File: config.mk
export PLATFORM = sky130hd
export DESIGN_NAME = flag_cond_unit
export DESIGN_NICKNAME = d
export VERILOG_FILES = /design/src/rtl/flag_cond_unit.sv
export SDC_FILE = /design/constraint.sdc
export NUM_CORES = 1
export LEC_CHECK = 0
export CAP_MARGIN = 20
export CORE_UTILIZATION = 35
export CTS_BUF_LIST = sky130_fd_sc_hd__clkbuf_8
export DETAILED_ROUTE_END_ITERATION = 8
export GPL_ROUTABILITY_DRIVEN = 0
export GPL_TIMING_DRIVEN = 1
export MAX_ROUTING_LAYER = met4
export PLACE_DENSITY_LB_ADDON = 0.15
export SLEW_MARGIN = 20
export SYNTH_ARGS = -nofsm -noshare
export SYNTH_HDL_FRONTEND = slang
export SYNTH_SLANG_ARGS = --single-unit
File: constraint.sdc
create_clock -name clk -period 3.3 [get_ports clk]
set_input_delay 0.495 -clock clk [delete_from_list [all_inputs] [get_ports clk]]
set_output_delay 0.495 -clock clk [all_outputs]
set_load 0.1 [all_outputs]
File: src/rtl/flag_cond_unit.sv
// rtl/flag_cond_unit.sv - architectural NZCV flag register with condition-code evaluator
// Results sit in a single-entry buffer with a valid/ack handshake and a saturating pass counter.
module flag_cond_unit #(
  parameter int CNT_W = 16
) (
  input  logic             clk,
  input  logic             reset,
  input  logic             aluN,
  input  logic             aluZ,
  input  logic             aluC,
  input  logic             aluV,
  input  logic [1:0]       aluOp,
  input  logic             flagWrEn,
  input  logic             flagLoad,
  input  logic [3:0]       flagLoadData,
  input  logic             condReq,
  input  logic [3:0]       condCode,
  output logic             condReady,
  output logic             condValid,
  output logic             condPass,
  input  logic             condAck,
  output logic [3:0]       flags,
  output logic             carryOut,
  output logic [CNT_W-1:0] passCnt
);

  logic [3:0] flags_next;
  logic       eval_pass;
  logic       accept;
  logic       n_f, z_f, c_f, v_f;

  // Restore wins over ALU commit; logical ops leave C/V untouched, rotate leaves V.
  always_comb begin
    flags_next = flags;
    if (flagLoad) begin
      flags_next = flagLoadData;
    end else if (flagWrEn) begin
      case (aluOp)
        2'b00, 2'b01: flags_next = {aluN, aluZ, aluC, aluV};
        2'b10:        flags_next = {aluN, aluZ, flags[1:0]};
        default:      flags_next = {aluN, aluZ, aluC, flags[0]};
      endcase
    end
  end

  // Evaluate against the forwarded flags so a same-cycle update is visible.
  assign {n_f, z_f, c_f, v_f} = flags_next;

  always_comb begin
    eval_pass = 1'b0;
    case (condCode)
      4'h0: eval_pass = z_f;
      4'h1: eval_pass = !z_f;
      4'h2: eval_pass = c_f;
      4'h3: eval_pass = !c_f;
      4'h4: eval_pass = n_f;
      4'h5: eval_pass = !n_f;
      4'h6: eval_pass = v_f;
      4'h7: eval_pass = !v_f;
      4'h8: eval_pass = c_f && !z_f;
      4'h9: eval_pass = !c_f || z_f;
      4'hA: eval_pass = (n_f == v_f);
      4'hB: eval_pass = (n_f != v_f);
      4'hC: eval_pass = !z_f && (n_f == v_f);
      4'hD: eval_pass = z_f || (n_f != v_f);
      4'hE: eval_pass = 1'b1;
      default: eval_pass = 1'b0;
    endcase
  end

  assign condReady = !condValid || condAck;
  assign accept    = condReq && condReady;
  assign carryOut  = flags[1];

  always_ff @(posedge clk) begin
    if (reset) begin
      flags     <= 4'b0000;
      condValid <= 1'b0;
      condPass  <= 1'b0;
      passCnt   <= '0;
    end else begin
      flags <= flags_next;
      if (accept) begin
        condValid <= 1'b1;
        condPass  <= eval_pass;
        if (eval_pass && (passCnt != {CNT_W{1'b1}}))
          passCnt <= passCnt + CNT_W'(1);
      end else if (condAck) begin
        condValid <= 1'b0;
      end
    end
  end

endmodule

==> impl_metrics.ini <==
[sta]
timing.hold.ws_ns = 0.4599
drv_slew = 0
tightest_slew_ns = 0.9690
finalCritPeriodShare_pct = 94.06
worst_slack_ns = 0.1961
slew_headroom_pct = 35.20
max_freq_mhz = 322.2
period_minus_slack_ns = 3.104
setup_violations = 0
rsz0062_at_grt = false
fin_skew_ns = 0.003199
hold_violations = 0

[yosys]
synth-seq-area-share_pct = 31.60
synthArstFlopShare_pct = 0
synthesis.area_sq_mm = 0.001394
yosysTopAreaCellShare_pct = 31.60
synth-edff-count = 0
synth_ff_type = dfxtp_1
ys_top_cells_by_area = dfxtp_1 (32%), a21oi_1 (5.0%), nand2_1 (3.5%)
synth_top_cells_by_count = dfxtp_1 (22), a21oi_1 (14), nand2_1 (13), nor2_1 (13), nand3_1 (9)
synthCells = 168
yosysMostFrequentCell = dfxtp_1
ys_seq_elements = 22
synth_nets = 189
yosysTopAreaCell = dfxtp_1
synth_cell_types = 48
syn_area_per_cell_sq_um = 8.297
ys_warn_count = 0

[final_layout]
multi_input_area_sq_um = 869.6
drive_gt1_share_pct = 12.56
layout.nets = 238
areaGrowthSynthToFinish_pct = 38.60
stdcell_area_sq_mm = 0.001932
final-seq-area_sq_um = 440.4
n_antenna_cell = 0
layoutNonFillerInstCount = 263
n_fill_cell = 370

[clocking]
clk_path_buf_depth = 2
h-tree-depth = 1
post_cts_buffers = 0
clock_latency_ns = 0.25
numCtsBuffers = 3
clock-sinks = 22
cts-root-buf = clkbuf_8
cts_tree = yes
clk_pin_slew_worst_paths_ns = 0.08
hold_buffers = 0
cts_resized = 0

[global_route]
grt_pass1_vias = 1370
grt_pass1_wl_um = 5975
antenna_found_initial = 0
grt_max_degree = 17
grt_use_total_pct = 18.39
grt_overflow = 0

[power_and_ir_drop]
p_sw_mw = 0.2184
p_clk_share_pct = 25.0
sw_frac_of_total_pct = 33.68
ir_drop_mv = 0.3795
power_leakage_nw = 0.6762
total_power_mw = 0.6485
pwr-share-seq_pct = 43.0
pwr-share-comb_pct = 32.0
cellPowerDensity_mw_per_mm2 = 335.7
intPower_mw = 0.4301

[detailed_routing]
avgRoutedWirePerCell_um = 13.30
route.detailed.drc = 0
drt-initial-drc-count = 81
drtPass1Iterations = 4
viasPerCell = 5.437
num_vias = 1430
drtAntennaViolNets = 0
drt_wl_total_um = 3499

[floorplanning]
core_area_sq_mm = 0.003744
io_pins = 44
dieArea_sq_mm = 0.004239
start_util_pct = 37.23
fp.dieW_um = 65.11
rows = 22
die_h_um = 65.11

[min_path]
hold_path_end = condPass
holdPathStages = 2
hold_class = reg -> reg
holdCritStartpoint = condPass

[placement]
numPortBuffers = 43
dp_cells = 260
dp.final_hpwl_um = 2725
post-place-ws_ns = -0.04833
place_area_sq_mm = 0.001891

[critical_path]
rr_worst_depth = 9
cp.required_ns = 3.48
setup.worst_path.class = in -> reg
worstPathMaxFanout = 14
worstReg2RegEnd = passCnt[0]
r2r_slack_ns = 0.87
crit_arrival_ns = 3.28
endpoint_kind = register
start_kind = input pin
r2r-start = flags[0]

[flow_run]
max_cap_violations = 0

[outcome]
status = completed
## power by group through the flow
stage	clock network, mW	registers [mW]	logic (mW)
4_1_cts	0.169	0.279	0.208
6_report	0.162	0.279	0.208
3_3_place_gp	0	0.285	0.204
5_1_grt	0.183	0.280	0.222
2_1_floorplan	0	0.340	0.0868
3_5_place_dp	0	0.285	0.208
## flip-flops by register name, indices dropped and copies added, names as in the netlist
name,flops
flags,4
condValid,1
condPass,1
passCnt,16
## layout make-up
class	instances	share of cell area (%)
inverters	6	1.166
flip-flops and latches	22	22.80
well taps	48	3.109
repair buffers	53	25.78
clock buffers	3	2.137
multi-input cells	131	45.01
## how the worst max path moves through the flow
stage                     startpoint  cells past startpoint         end  slack (ns)
after CTS                   flagWrEn                      9  passCnt[9]        0.21
final                       flagWrEn                      9  passCnt[9]        0.20
after floorplan            condValid                      9  passCnt[1]        0.23
after detailed placement    flagWrEn                      9  passCnt[9]       -0.05
after global routing        flagWrEn                     11  passCnt[0]       0.008
after global placement      flagWrEn                      9  passCnt[9]        0.03
## kinds of logic (layout without fill, tap and decap cells)
kind of cell	Yosys count	in the layout	synth area share, %
compound gates	46	46	23.61
xor+xnor	4	4	2.514
fa+ha+maj	1	1	0.8975
buf+inv	15	62	6.014
flops	22	22	31.60
mux	8	8	6.643
simple gates	72	72	28.73
## through the flow
stage,utilization [%],TNS [ns]
after global routing,51.60,0
after floorplan,-,0
final,51.60,0
after global placement,50.50,0
after detailed placement,50.50,-0.1858
after CTS,51.60,0
## cell usage in the layout, fill, tap and decap left out, drive strengths merged, types with 7 or more instances in the layout
| master | count |
|---|---|
| a21oi | 14 |
| buf | 13 |
| clkdlybuf4s50 | 40 |
| dfxtp | 22 |
| nand2 | 13 |
| nand3 | 9 |
| nor2 | 13 |
| nor2b | 7 |
| o21ai | 10 |
| o31ai | 7 |
## critical path, stage by stage
cell and delay (ns):
clkdlybuf4s50_1 0.50, inv_2 0.04, or4_1 0.52, a32oi_1 0.30
mux2_4 0.34, o31ai_4 0.20, o21ai_2 0.20, or4_1 0.54
a21oi_1 0.14
## routing by layer
layer / share of wire [%] / track usage, %
met2: 48 / 30.08
met1: 46 / 22.82
met3: 5.0 / 3.993
met4: 0.60 / 5.163
met5: 0 / -
Note: power is estimated with default switching activity, not from simulation.
